## src/rtl/as5401_bus_bridge_if.sv

```systemverilog
// as5401_bus_bridge_if: CPU, ROM, RAM and UART signal bundle of the AS5401 bus bridge
interface as5401_bus_bridge_if;
  logic [7:0]  cpu_out;
  logic [3:0]  cpu_nibble;
  logic [11:0] rom_addr;
  logic [7:0]  rom_data;
  logic [7:0]  ram_addr;
  logic [3:0]  ram_rdata;
  logic [3:0]  ram_wdata;
  logic        ram_we;
  logic        uart_tx;
  logic        uart_busy;
  logic        uart_ovf;
  logic        halt;
  modport slave (
    input  cpu_out, rom_data, ram_rdata,
    output cpu_nibble, rom_addr, ram_addr, ram_wdata, ram_we, uart_tx, uart_busy, uart_ovf, halt
  );
  modport master (
    output cpu_out, rom_data, ram_rdata,
    input  cpu_nibble, rom_addr, ram_addr, ram_wdata, ram_we, uart_tx, uart_busy, uart_ovf, halt
  );
endinterface

```

## src/rtl/as5401_bus_bridge.sv

```systemverilog
// as5401_bus_bridge: AS5401 4-phase external bus bridge with memory-mapped UART TX; BRIDGE_HALT_EN makes byte 0xFF a sticky halt
module as5401_bus_bridge #(
  parameter logic [7:0] UART_ADDR    = 8'hEF,
  parameter int         CLKS_PER_BIT = 16,
  parameter int         FIFO_DEPTH   = 4
) (
  input logic clk,
  input logic rst,
  as5401_bus_bridge_if.slave bus
);
  localparam int AW = $clog2(FIFO_DEPTH);
  localparam int CW = $clog2(CLKS_PER_BIT);
  localparam logic [AW:0]   FULL      = (AW+1)'(FIFO_DEPTH);
  localparam logic [CW-1:0] LAST_TICK = CW'(CLKS_PER_BIT - 1);
  typedef enum logic [1:0] {IDLE, START, DATA, STOP} tx_state_e;
  logic [1:0]    phase_q, phase_d;
  logic [11:0]   pc_q, pc_d;
  logic [7:0]    mar_q, mar_d;
  logic [7:0]    db0_q, db0_d;
  logic [7:0]    wr_addr_q, wr_addr_d;
  logic          i_q, i_d;
  logic          we_q, we_d;
  logic [3:0]    wdata_q, wdata_d;
  logic          nib_st_q, nib_st_d;
  logic [3:0]    nib_buf_q, nib_buf_d;
  logic [7:0]    fifo_mem [FIFO_DEPTH];
  logic [AW-1:0] wp_q, wp_d;
  logic [AW-1:0] rp_q, rp_d;
  logic [AW:0]   cnt_q, cnt_d;
  logic          ovf_q, ovf_d;
  logic          halt_q, halt_d;
  tx_state_e     st_q, st_d;
  logic [CW-1:0] tick_q, tick_d;
  logic [2:0]    bit_q, bit_d;
  logic [7:0]    sh_q, sh_d;
  logic          uart_wr, byte_done, is_halt, push, pop, last;
  logic [7:0]    byte_in;
  assign uart_wr   = phase_q == 2'd3 && bus.cpu_out[5] && mar_q == UART_ADDR;
  assign byte_in   = {bus.cpu_out[3:0], nib_buf_q};
  assign byte_done = uart_wr && nib_st_q;
  assign pop       = st_q == IDLE && cnt_q != '0;
`ifdef BRIDGE_HALT_EN
  assign is_halt   = byte_done && byte_in == 8'hFF;
`else
  assign is_halt   = 1'b0;
`endif
  // a full FIFO still takes the push when the transmitter pops in the same clk
  assign push      = byte_done && !is_halt && (cnt_q != FULL || pop);
  // CPU cycle tracking: phase 1 latches DB0, phase 3 commits I/MAR/PC and schedules the RAM write
  always_comb begin
    phase_d   = phase_q + 2'd1;
    db0_d     = phase_q == 2'd1 ? bus.cpu_out : db0_q;
    i_d       = i_q;
    mar_d     = mar_q;
    pc_d      = pc_q;
    we_d      = 1'b0;
    wdata_d   = wdata_q;
    wr_addr_d = wr_addr_q;
    if (phase_q == 2'd3) begin
      i_d       = bus.cpu_out[7];
      mar_d     = bus.cpu_out[4] ? db0_q : mar_q;
      pc_d      = bus.cpu_out[6] ? {bus.cpu_out[3:0], db0_q} : pc_q + 12'd1;
      we_d      = bus.cpu_out[5];
      wdata_d   = bus.cpu_out[5] ? bus.cpu_out[3:0] : wdata_q;
      wr_addr_d = mar_q;
    end
  end
  // nibble pairing into bytes, FIFO pointers/occupancy and sticky flags
  always_comb begin
    nib_st_d  = uart_wr ? !nib_st_q : nib_st_q;
    nib_buf_d = uart_wr && !nib_st_q ? bus.cpu_out[3:0] : nib_buf_q;
    wp_d      = push ? wp_q + AW'(1) : wp_q;
    rp_d      = pop ? rp_q + AW'(1) : rp_q;
    cnt_d     = cnt_q + (AW+1)'(push) - (AW+1)'(pop);
    ovf_d     = ovf_q || (byte_done && !is_halt && !push);
    halt_d    = halt_q || is_halt;
  end
  // TX FSM: each of START, 8 DATA bits and STOP holds the line for CLKS_PER_BIT clks
  always_comb begin
    st_d   = st_q;
    bit_d  = bit_q;
    sh_d   = sh_q;
    last   = tick_q == LAST_TICK;
    tick_d = st_q == IDLE || last ? '0 : tick_q + CW'(1);
    case (st_q)
      IDLE:    if (pop) begin
                 st_d = START;
                 sh_d = fifo_mem[rp_q];
               end
      START:   if (last) begin
                 st_d  = DATA;
                 bit_d = '0;
               end
      DATA:    if (last) begin
                 sh_d  = sh_q >> 1;
                 bit_d = bit_q + 3'd1;
                 st_d  = bit_q == 3'd7 ? STOP : DATA;
               end
      STOP:    st_d = last ? IDLE : STOP;
      default: st_d = IDLE;
    endcase
  end
  // FIFO storage needs no reset: occupancy and pointers define validity
  always_ff @(posedge clk)
    if (push) fifo_mem[wp_q] <= byte_in;
  // state registers
  always_ff @(posedge clk)
    if (rst) begin
      phase_q   <= '0;
      pc_q      <= '0;
      mar_q     <= '0;
      db0_q     <= '0;
      wr_addr_q <= '0;
      i_q       <= 1'b0;
      we_q      <= 1'b0;
      wdata_q   <= '0;
      nib_st_q  <= 1'b0;
      nib_buf_q <= '0;
      wp_q      <= '0;
      rp_q      <= '0;
      cnt_q     <= '0;
      ovf_q     <= 1'b0;
      halt_q    <= 1'b0;
      st_q      <= IDLE;
      tick_q    <= '0;
      bit_q     <= '0;
      sh_q      <= '0;
    end else begin
      phase_q   <= phase_d;
      pc_q      <= pc_d;
      mar_q     <= mar_d;
      db0_q     <= db0_d;
      wr_addr_q <= wr_addr_d;
      i_q       <= i_d;
      we_q      <= we_d;
      wdata_q   <= wdata_d;
      nib_st_q  <= nib_st_d;
      nib_buf_q <= nib_buf_d;
      wp_q      <= wp_d;
      rp_q      <= rp_d;
      cnt_q     <= cnt_d;
      ovf_q     <= ovf_d;
      halt_q    <= halt_d;
      st_q      <= st_d;
      tick_q    <= tick_d;
      bit_q     <= bit_d;
      sh_q      <= sh_d;
    end
  assign bus.cpu_nibble = phase_q == 2'd0 ? bus.rom_data[3:0] : i_q ? bus.rom_data[7:4] : bus.ram_rdata;
  assign bus.rom_addr   = pc_q;
  // during the write pulse RAM sees the MAR value from before the phase-3 update
  assign bus.ram_addr   = we_q ? wr_addr_q : mar_q;
  assign bus.ram_wdata  = wdata_q;
  assign bus.ram_we     = we_q;
  assign bus.uart_tx    = st_q == START ? 1'b0 : st_q == DATA ? sh_q[0] : 1'b1;
  assign bus.uart_busy  = cnt_q != '0 || st_q != IDLE;
  assign bus.uart_ovf   = ovf_q;
  assign bus.halt       = halt_q;
endmodule

```

## src/flat_wrapper.sv

```systemverilog
// flat-port wrapper written by rule: the top's interface ports become plain ports
module as5401_bus_bridge_flat 
#(
  parameter logic [7:0] UART_ADDR    = 8'hEF,
  parameter int         CLKS_PER_BIT = 16,
  parameter int         FIFO_DEPTH   = 4
)
  (clk, rst, bus_cpu_out, bus_rom_data, bus_ram_rdata, bus_cpu_nibble, bus_rom_addr, bus_ram_addr, bus_ram_wdata, bus_ram_we, bus_uart_tx, bus_uart_busy, bus_uart_ovf, bus_halt);
  as5401_bus_bridge_if bus_i ();
  input logic clk;
  input logic rst;
  input wire logic [$bits(bus_i.cpu_out)-1:0] bus_cpu_out;
  input wire logic [$bits(bus_i.rom_data)-1:0] bus_rom_data;
  input wire logic [$bits(bus_i.ram_rdata)-1:0] bus_ram_rdata;
  output wire logic [$bits(bus_i.cpu_nibble)-1:0] bus_cpu_nibble;
  output wire logic [$bits(bus_i.rom_addr)-1:0] bus_rom_addr;
  output wire logic [$bits(bus_i.ram_addr)-1:0] bus_ram_addr;
  output wire logic [$bits(bus_i.ram_wdata)-1:0] bus_ram_wdata;
  output wire logic [$bits(bus_i.ram_we)-1:0] bus_ram_we;
  output wire logic [$bits(bus_i.uart_tx)-1:0] bus_uart_tx;
  output wire logic [$bits(bus_i.uart_busy)-1:0] bus_uart_busy;
  output wire logic [$bits(bus_i.uart_ovf)-1:0] bus_uart_ovf;
  output wire logic [$bits(bus_i.halt)-1:0] bus_halt;
  assign bus_i.cpu_out = bus_cpu_out;
  assign bus_i.rom_data = bus_rom_data;
  assign bus_i.ram_rdata = bus_ram_rdata;
  assign bus_cpu_nibble = bus_i.cpu_nibble;
  assign bus_rom_addr = bus_i.rom_addr;
  assign bus_ram_addr = bus_i.ram_addr;
  assign bus_ram_wdata = bus_i.ram_wdata;
  assign bus_ram_we = bus_i.ram_we;
  assign bus_uart_tx = bus_i.uart_tx;
  assign bus_uart_busy = bus_i.uart_busy;
  assign bus_uart_ovf = bus_i.uart_ovf;
  assign bus_halt = bus_i.halt;
  as5401_bus_bridge #(.UART_ADDR(UART_ADDR), .CLKS_PER_BIT(CLKS_PER_BIT), .FIFO_DEPTH(FIFO_DEPTH)) u_core (.clk(clk), .rst(rst), .bus(bus_i));
endmodule
```

## config.mk

```make
export PLATFORM = sky130hd
export DESIGN_NAME = as5401_bus_bridge_flat
export DESIGN_NICKNAME = d
export VERILOG_FILES = /design/src/rtl/as5401_bus_bridge_if.sv /design/src/rtl/as5401_bus_bridge.sv /design/src/flat_wrapper.sv
export SDC_FILE = /design/constraint.sdc
export NUM_CORES = 1
export LEC_CHECK = 0
export ABC_AREA = 1
export CORE_ASPECT_RATIO = 1.1
export CORE_MARGIN = 3
export CORE_UTILIZATION = 55
export CTS_BUF_LIST = sky130_fd_sc_hd__clkbuf_8
export CTS_CLUSTER_SIZE = 12
export DETAILED_ROUTE_END_ITERATION = 7
export GPL_TIMING_DRIVEN = 0
export PLACE_DENSITY = 0.84
export RECOVER_POWER = 25
export SYNTH_ARGS = -nofsm -noshare
export SYNTH_HDL_FRONTEND = slang
export SYNTH_SLANG_ARGS = --single-unit
```

## constraint.sdc

```tcl
create_clock -name clk -period 3.4 [get_ports clk]
set_input_delay 0.68 -clock clk [delete_from_list [all_inputs] [get_ports clk]]
set_output_delay 0.68 -clock clk [all_outputs]
set_load 0.03 [all_outputs]
```

==> qor.yml, run 1 <==
outcome: "complete, no violations"
netSwitchingPower_mw: 1.01
power_density_mw_per_mm2: 560
tightest_slew_ps: 832
async_flop_share_pct: 0
yosysWarningCount: 0
synth_edf_count: 32
avgRoutedWirePerCell_microns: 15.7
finalCritPeriodShare_pct: 83.0
coreArea_sq_mm: 0.00813
antenna_found_initial: 0
synth_cells: 561
clock.fmax_ghz: 0.354
critPathRequiredTime_ps: 2720
gp_congestion: 0.861
post_cts_buffers: 0
fin_nets: 659
rows: 34
max_slew_margin_pct: 44.3
cts_tree: "done"
worst-path-max-fanout: 10
crit_path_start_kind: "register"
pwr-share-seq_pct: 48.9
diodes: 0
grt_overflow: 0
cap_violations: 0
drtPass1Iterations: 5
grt_pass1_vias: 4158
synthTopCellsByCount: "nor2_1 (93), dfxtp_1 (76), o21ai_0 (73), a21oi_1 (71), nand2_1 (67)"
dieArea_sq_mm: 0.00974
io_buffers: 51
ctsHoldBuffers: 0
routed-via-count: 4175
setup_viol: 0
syn_area_sq_mm: 0.00473
ant_nets: 0
end_kind: "primary output"
arrival_ps: 2140
finalSetupTns_ps: 0
insertion_delay_ps: 380
p_leak_nw: 2.11
cts_buffers: 9
grt_util_all_layers_pct: 24.9
fp.dieW_microns: 94.4
nFillCells: 654
clock-sinks: 108
yosysUniqueCellTypes: 36
ys.flop_type: "dfxtp_1"
final_layout_size_suffix_gt1_share_pct: 6.53
start_util_pct: 58.2
cts-resized-gates: 0
via_per_inst: 5.67
area_growth_pct: 18.0
p_sw_share_pct: 32.5
path_clk_slew_ps: 100
drt_iter0_drc: 276
period_minus_slack_ps: 2820
synth_top_area_share_pct: 32.2
yosys-top-cells-area: "dfxtp_1 (32%), edfxtp_1 (20%), o21ai_0 (7.7%)"
dpl.hpwl_mm: 8.12
htree_num_levels: 3
finalMaxSlewViolations: 0
grt_pass1_wl_mm: 18.8
io_pins: 55
min_path_type: "reg -> reg"
finalHoldViolations: 0
synth_nets: 597
cts_buffer_depth: 2
fin_skew_ps: 10.6
clkPwrFrac_pct: 27.2
crit_type: "reg -> out"
avgSynthCellArea_sq_um: 8.42
p_comb_share_pct: 23.9
rsz0062_at_grt: "false"
p_int_mw: 2.11
drt-total-wl_mm: 11.6
grt_max_degree: 18
vdd_drop_max_mv: 0.294
cts-root-buf: "clkbuf_8"
die_h_microns: 103
ys_seq_area_share_pct: 52.5
yosysMostFrequentCell: "nor2_1"
ys_ff_latch: 108
yosysTopAreaCell: "dfxtp_1"
placed_cells: 720
finalNonFillerCells: 736
drc: 0
[kinds of logic (layout without fill, tap and decap cells)]
logic type      Yosys count  in the layout  synth area share, %
other cells               1              1               0.0794
simple gates            192            192                 17.8
fa+ha+maj                14             14                 3.87
xor+xnor                  3              3                0.556
compound gates          166            166                 18.6
flops                   108            108                 52.5
buf+inv                  77            144                 6.54
[cell type report]
class | count | area (sq um) | share of cell area [%]
sequential | 108 | 2480 | 44.5
multi-input combinational | 376 | 1930 | 34.6
timing repair buffer | 51 | 510 | 9.15
tap | 108 | 135 | 2.42
inverter | 56 | 213 | 3.81
clock inverter | 7 | 90.1 | 1.62
buffer | 21 | 93.8 | 1.68
clock buffer | 9 | 124 | 2.22
[registers in the layout (all words and copies together), names as in the netlist, named ones only]
name                  cells
u_core.fifo_mem          32
u_core.bus.rom_addr      12
u_core.db0_q              8
u_core.mar_q              8
u_core.sh_q               8
u_core.wr_addr_q          8
u_core.bus.ram_wdata      4
u_core.nib_buf_q          4
u_core.tick_q             4
u_core.bit_q              3
u_core.cnt_q              3
u_core.phase_q            2
u_core.rp_q               2
u_core.st_q               2
u_core.wp_q               2
u_core.bus.ram_we         1
u_core.bus.uart_ovf       1
u_core.i_q                1
u_core.nib_st_q           1
[stage by stage]
stage / worst slack [ps] / instance area [sq um] / util [%] / power (mW) / hold WS (ps)
after global placement: 655 / 5370 / 66.1 / 2.26 / 430
after detailed placement: 513 / 5370 / 66.1 / 2.30 / 457
after CTS: 552 / 5590 / 68.7 / 3.13 / 471
after floorplan: 1340 / 4730 / - / 2.05 / 418
after global routing: 436 / 5580 / 68.6 / 3.27 / 498
final: 579 / 5580 / 68.6 / 3.12 / 467
[layout by cell type (no fill, tap or decap), drive strengths merged, types with 3 or more instances in the layout]
cell type / instances
nand3: 16
a21oi: 71
clkbuf: 22
nand2: 68
ha: 13
inv: 57
nor2: 98
nand4: 4
clkdlybuf4s50: 47
edfxtp: 32
o22ai: 8
dfxtp: 76
buf: 8
a211oi: 4
o21ai: 81
nand3b: 3
dlygate4sd3: 4
[worst paths after layout]
check	start	end	slack [ps]	depth (start not counted)
hold / removal	u_core.tick_q[0]	u_core.tick_q[0]	470	1
hold reg to reg	u_core.tick_q[0]	u_core.tick_q[0]	470	1
setup reg to reg	u_core.phase_q[0]	u_core.fifo_mem[2][1]	1160	6
setup / recovery	u_core.bus.ram_we	bus_ram_addr[1]	580	4
[metal layers]
metal  routed length [microns]  vias up  part of all wire (%)  global-route usage [%]
met4                       336        0                   2.9                    11.9
met1                      4470     1959                    39                    28.8
li1                          -     2003                     -                       -
met2                      6060      179                    52                    45.3
met5                         0        -                     0                       0
met3                       709       34                   6.1                    3.91
[critical path: stages, from the launching register on]
cell	delay (ps)
dfxtp_1	480
clkbuf_1	370
nand2_1	90
o21ai_0	110
clkdlybuf4s50_1	720
[power by group through the flow]
stage	clock (mW)	sequential [mW]	combinational, mW
CTS	0.854	1.53	0.745
global route	0.893	1.54	0.834
floorplan	0	1.54	0.508
detailed placement	0	1.56	0.742
finish	0.850	1.53	0.745
global placement	0	1.55	0.709
(Power assumes the default switching activity.)
==> run 2, diff against run 1 <==
--- a/config.mk
+++ b/config.mk
@@ -8,12 +8,12 @@
 export ABC_AREA = 1
 export CORE_ASPECT_RATIO = 1.1
 export CORE_MARGIN = 3
-export CORE_UTILIZATION = 55
+export CORE_UTILIZATION = 52
 export CTS_BUF_LIST = sky130_fd_sc_hd__clkbuf_8
 export CTS_CLUSTER_SIZE = 12
 export DETAILED_ROUTE_END_ITERATION = 7
 export GPL_TIMING_DRIVEN = 0
-export PLACE_DENSITY = 0.84
+export PLACE_DENSITY = 0.83
 export RECOVER_POWER = 25
 export SYNTH_ARGS = -nofsm -noshare
 export SYNTH_HDL_FRONTEND = slang
==> constraint.sdc (replaced) <==
create_clock -name clk -period 2.3 [get_ports clk]
set_input_delay 0.46 -clock clk [delete_from_list [all_inputs] [get_ports clk]]
set_output_delay 0.46 -clock clk [all_outputs]
set_load 0.03 [all_outputs]
==> qor.yml, run 2 (synthesis gave the netlist of run 1 again) <==
outcome: "complete, no violations"
drtPass1Iterations: 5
critPathSlowestCell: "nor2_1"
htree_num_levels: 3
final_common_cell: "nor2_1"
dr.max_layer_used: "met4"
routed-via-count: 4066
tightest_slew_ps: 751
insertion_delay_ps: 380
vdd_drop_max_mv: 0.465
cts_buffer_depth: 2
start_util_pct: 54.8
r2r-end: "u_core.fifo_mem[0][1]"
dpl.hpwl_mm: 8.06
drt-total-wl_mm: 11.3
fp.dieW_microns: 96.9
min_path_type: "reg -> reg"
cts-root-buf: "clkbuf_8"
grt_overflow: 0
gp_congestion: 0.877
clock.fmax_ghz: 0.462
pre_cts_slack_ps: -329
critPathRequiredTime_ps: 2320
io_buffers: 51
cts_tree: "done"
worst-path-max-fanout: 8
finalMaxSlewViolations: 0
dr_wl_met3_microns: 608
p_leak_nw: 2.17
end_kind: "register"
cap_violations: 0
worstSetupStartpoint: "bus_cpu_out[5]"
setup_slack_ps: 137
diodes: 0
rows: 35
largest_reg_flops: 32
period_minus_slack_ps: 2160
hold_end: "u_core.tick_q[0]"
r2r_start: "u_core.phase_q[0]"
cts_buffers: 9
grt_pass1_wl_mm: 18.5
finalNonFillerCells: 739
final_cell_mix: "nor2_1 (91), dfxtp_1 (76), o21ai_0 (73)"
ctsHoldBuffers: 0
post_cts_buffers: 0
crit_path_cell_trace: "clkdlybuf4s50_1 -> nand2_1 -> nor2_1 -> nand3_1 -> nor2_4 -> nand3_4 -> nor2_1"
wl_met1_mm: 4.70
rsz0062_at_grt: "false"
setup_viol: 0
avgRoutedWirePerCell_microns: 15.3
reg2reg_depth: 6
finalCritPeriodShare_pct: 94.0
antenna_found_initial: 0
slowest_delay_ps: 600
crit_path_start_kind: "primary input"
drc: 0
max_slew_margin_pct: 49.8
grt_util_all_layers_pct: 22.1
regMostFlops: "u_core.fifo_mem"
die_h_microns: 106
io_pins: 55
path_clk_slew_ps: 100
cts-resized-gates: 14
crit_top_cell: "nor2_1"
arrival_ps: 2180
grt_pass1_vias: 4056
final_layout_size_suffix_gt1_share_pct: 7.80
finalHoldViolations: 0
drt_iter0_drc: 213
hold_path.startpoint: "u_core.tick_q[0]"
clock-sinks: 108
hold_depth: 1
ant_nets: 0
grt_max_degree: 20
via_per_inst: 5.50
dr_wl_met2_mm: 5.75
coreArea_sq_mm: 0.00863
area_growth_pct: 17.9
crit_type: "in -> reg"
fin_nets: 659
placed_cells: 723
r2r_slack_ps: 190
fin_skew_ps: 10.7
power_density_mw_per_mm2: 820
dieArea_sq_mm: 0.0103
run 2: cell count changes in the layout (fill, tap and decap cells not counted), moves of 2 or more:
cell | previous run | this run
clkdlybuf4s50_1 | 47 | 33
dlygate4sd2_1 | 0 | 9
clkbuf_2 | 0 | 5
inv_6 | 1 | 3
nor2_1 | 93 | 91
run 2: critical path, delay by kind of cell:
kind	cells	cell delay [ps]
buf+inv	1	520
simple gates	6	1190
run 2: metrics by stage:
step	hold slack (ps)	util [%]	cell area (sq um)	power, mW	TNS, ps
after floorplan	418	-	4730	3.03	0
after global placement	429	62.3	5380	3.34	-7070
after detailed placement	448	62.3	5380	3.38	-9480
after CTS	371	64.6	5570	4.57	0
after global routing	480	64.6	5570	4.81	0
final	465	64.6	5570	4.57	0
run 2: worst max path at each step:
stage                                  endpoint  cells past startpoint  slack, ps
final                     u_core.fifo_mem[0][1]                      7        140
after detailed placement  u_core.fifo_mem[2][2]                      7       -330
after floorplan                 u_core.cnt_q[2]                     10        440
after global placement    u_core.fifo_mem[3][2]                      7       -230
after CTS                       bus_ram_addr[6]                      3          2
after global routing      u_core.fifo_mem[1][6]                      7          9
run 2: where the power goes:
| part | switching [mW] | internal (mW) |
|---|---|---|
| clock | 0.678 | 0.555 |
| combinational | 0.709 | 0.369 |
| sequential | 0.142 | 2.11 |
run 2: layout make-up:
class / instances / area [sq um]
inverters: 56 / 213
flip-flops and latches: 108 / 2480
fillers: 730 / 3060
plain buffers: 21 / 95.1
multi-input cells: 376 / 1950
clock buffers: 10 / 138
repair buffers: 51 / 482
clock inverters: 6 / 76.3
well taps: 111 / 139
run 2: metal layers:
metal,vias up,GRT usage [%]
met5,-,0
met4,0,9.03
met3,29,4.20
met2,138,38.8
met1,1899,26.7
li1,2000,-
==> RTL change, RTL diff (settings of run 2) <==
`db0_q` no longer has a reset.
--- a/src/rtl/as5401_bus_bridge.sv
+++ b/src/rtl/as5401_bus_bridge.sv
@@ -110,5 +110,4 @@
       pc_q      <= '0;
       mar_q     <= '0;
-      db0_q     <= '0;
       wr_addr_q <= '0;
       i_q       <= 1'b0;
@@ -130,5 +129,4 @@
       pc_q      <= pc_d;
       mar_q     <= mar_d;
-      db0_q     <= db0_d;
       wr_addr_q <= wr_addr_d;
       i_q       <= i_d;
@@ -147,4 +145,8 @@
       sh_q      <= sh_d;
     end
+
+  always_ff @(posedge clk) begin
+    db0_q <= db0_d;
+  end
   assign bus.cpu_nibble = phase_q == 2'd0 ? bus.rom_data[3:0] : i_q ? bus.rom_data[7:4] : bus.ram_rdata;
   assign bus.rom_addr   = pc_q;
Formal check against the unedited RTL: same outputs for any inputs over 10 cycles, from zero or initial values and one cycle with rst high; that may be too few to reach the edited logic, so the function may still have changed.
==> RTL change against run 2 <==
  * Synthesized area fell by 0.24%
  * Critical path type is now flip-flop to output port
  * Largest cell class unchanged
  * Power shrank 2.5%
  * Routed wire length decreased by 4.8%
  * Clock skew hardly changed
  * Setup slack worse by 0.050 ns
  * Clock power decreased by 6%
  * Sequential cell count stayed put
  * Design area is 0.22% lower
==> RTL change: results (changes against run 2) <==
run status: finished clean (unchanged)
CTS clk-pin slew, worst paths: 0.10 ns (about the same)
syn_nets: 571 (was 597)
Largest Register: u_core.fifo_mem (unchanged)
Async S/R FF share, synth: 0% (unchanged)
fill count: 680 (was 730)
DP HPWL: 7760 um (was 8060 um)
Crit Path Max Fanout: 5 (was 8)
CP max stage cell: dfxtp_1 (was nor2_1)
final core occ: 64.8% (was 64.6%)
Iteration-0 DRC Markers: 179 (was 213)
pre-CTS WS: -0.194 ns (was -0.329 ns)
final WL: 10,800 um (was 11,300 um)
first-pass GRT wire length: 17,900 um (was 18,500 um)
most frequent cells after synthesis: 74 x a21oi_1, 68 x dfxtp_1, 67 x nand2_1, 66 x nor2_1, 65 x o21ai_0 (was 93 x nor2_1, 76 x dfxtp_1, 73 x o21ai_0, 71 x a21oi_1, 67 x nand2_1)
Avg Inst Size Synth: 8.81 um^2 (was 8.42 um^2)
leakage power: 2.11 nW (was 2.17 nW)
TritonCTS Buffers: 9 (unchanged)
Layout Cells excl Fill: 714 (was 739)
post-CTS setup buffer count: 0 (unchanged)
port bufs: 52 (was 51)
root buf cell: clkbuf_8 (unchanged)
Max VDD drop: 0.380 mV (was 0.465 mV)
gpl congestion: 0.882 (was 0.877)
vias in the first global route: 3,909 (was 4,056)
Rel. slew slack: 49.5% (was 49.8%)
Netlist cell types: 35 (was 36)
Avg Vias per Cell: 5.55 (was 5.50)
pin count of the biggest net entering global routing: 19 (was 20)
Arr. time, crit path: 1.75 ns (was 2.18 ns)
cell with the most instances after synthesis: a21oi_1 (was nor2_1)
synth top area cells: dfxtp_1 29%, edfxtp_1 25%, a21oi_1 7.9%, o21ai_0 6.9%, nand2_1 5.3% (was dfxtp_1 32%, edfxtp_1 20%, o21ai_0 7.7%, a21oi_1 7.5%, nor2_1 7.4%)
Post-synth EDFFs: 40 (was 32)
CP top delay family: buffers and inverters (was simple AND/OR/NAND/NOR gates)
Max Clock Skew: 0.0106 ns (was 0.0107 ns)
placed cell area: 0.00537 mm^2 (was 0.00538 mm^2)
DRT Pass-1 Iters: 7 (was 5)
CP max stage delay: 0.41 ns (was 0.60 ns)
initial antenna violation count: 0 (unchanged)
post-route setup TNS: 0 ns (unchanged)
max reg flops: 32 (unchanged)
dpl cells: 698 (was 723)
YS warnings: 0 (unchanged)
final net count: 634 (was 659)
share of layout cells above drive strength 1: 8.62% (was 7.80%)
sequential cell area fraction in the yosys report: 54.4% (was 52.5%)
clock latency on the worst-skew pair: 0.36 ns (was 0.38 ns)
Synth Flop Type: dfxtp_1 (unchanged)
Total GRT Usage: 21.4% (was 22.1%)
RTL change: final cells by class:
cell class,instances,area share (%)
Tap cell,111,2.50
Timing Repair Buffer,52,9.03
Multi-Input combinational cell,351,32.9
Clock inverter,7,1.35
Buffer,20,2.00
Sequential cell,108,46.1
Clock buffer,9,2.23
Inverter,56,3.87
RTL change: routing by layer:
metal,wire [um],GRT usage (%),vias up,share of wire (%)
met3,674,4.17,25,6.2
li1,-,-,1934,-
met1,4290,24.6,1845,40
met5,0,0,-,0
met4,259,7.92,0,2.4
met2,5570,39.2,156,52
RTL change: path summary, 6_finish.rpt:
path,startpoint,end,slack [ns],cells after the start
max,u_core.phase_q[0],bus_cpu_nibble[0],0.09,6
min,u_core.tick_q[0],u_core.tick_q[0],0.46,1
max reg2reg,u_core.phase_q[0],u_core.fifo_mem[3][1],0.15,6
min reg2reg,u_core.tick_q[0],u_core.tick_q[0],0.46,1
RTL change: cell families after synthesis:
family,after synthesis,synth area share [%]
compound gates,156,17.6
xor+xnor,4,0.743
fa+ha+maj,14,3.87
buf+inv,76,6.93
flops,108,54.4
other cells,1,0.0795
simple gates,176,16.4
RTL change: report_power, final:
group	internal, mW	total [mW]	leakage [nW]	switching [mW]
Sequential	2.13	2.26	0.883	0.130
Clock	0.512	1.16	0.105	0.645
Combinational	0.368	1.03	1.12	0.665
RTL change: worst reg2reg max path, stage by stage, from the launching register on:
cell	delay (ns)
dfxtp_1	0.41
ha_1	0.18
buf_4	0.16
nand3_1	0.08
nor2_1	0.15
nand3_2	0.19
nor2_1	0.63
RTL change: repair_timing:
item	4_1_cts	5_1_grt
hold endpoints to repair	0	0
resized for setup	14	9
setup endpoints to repair	14	13
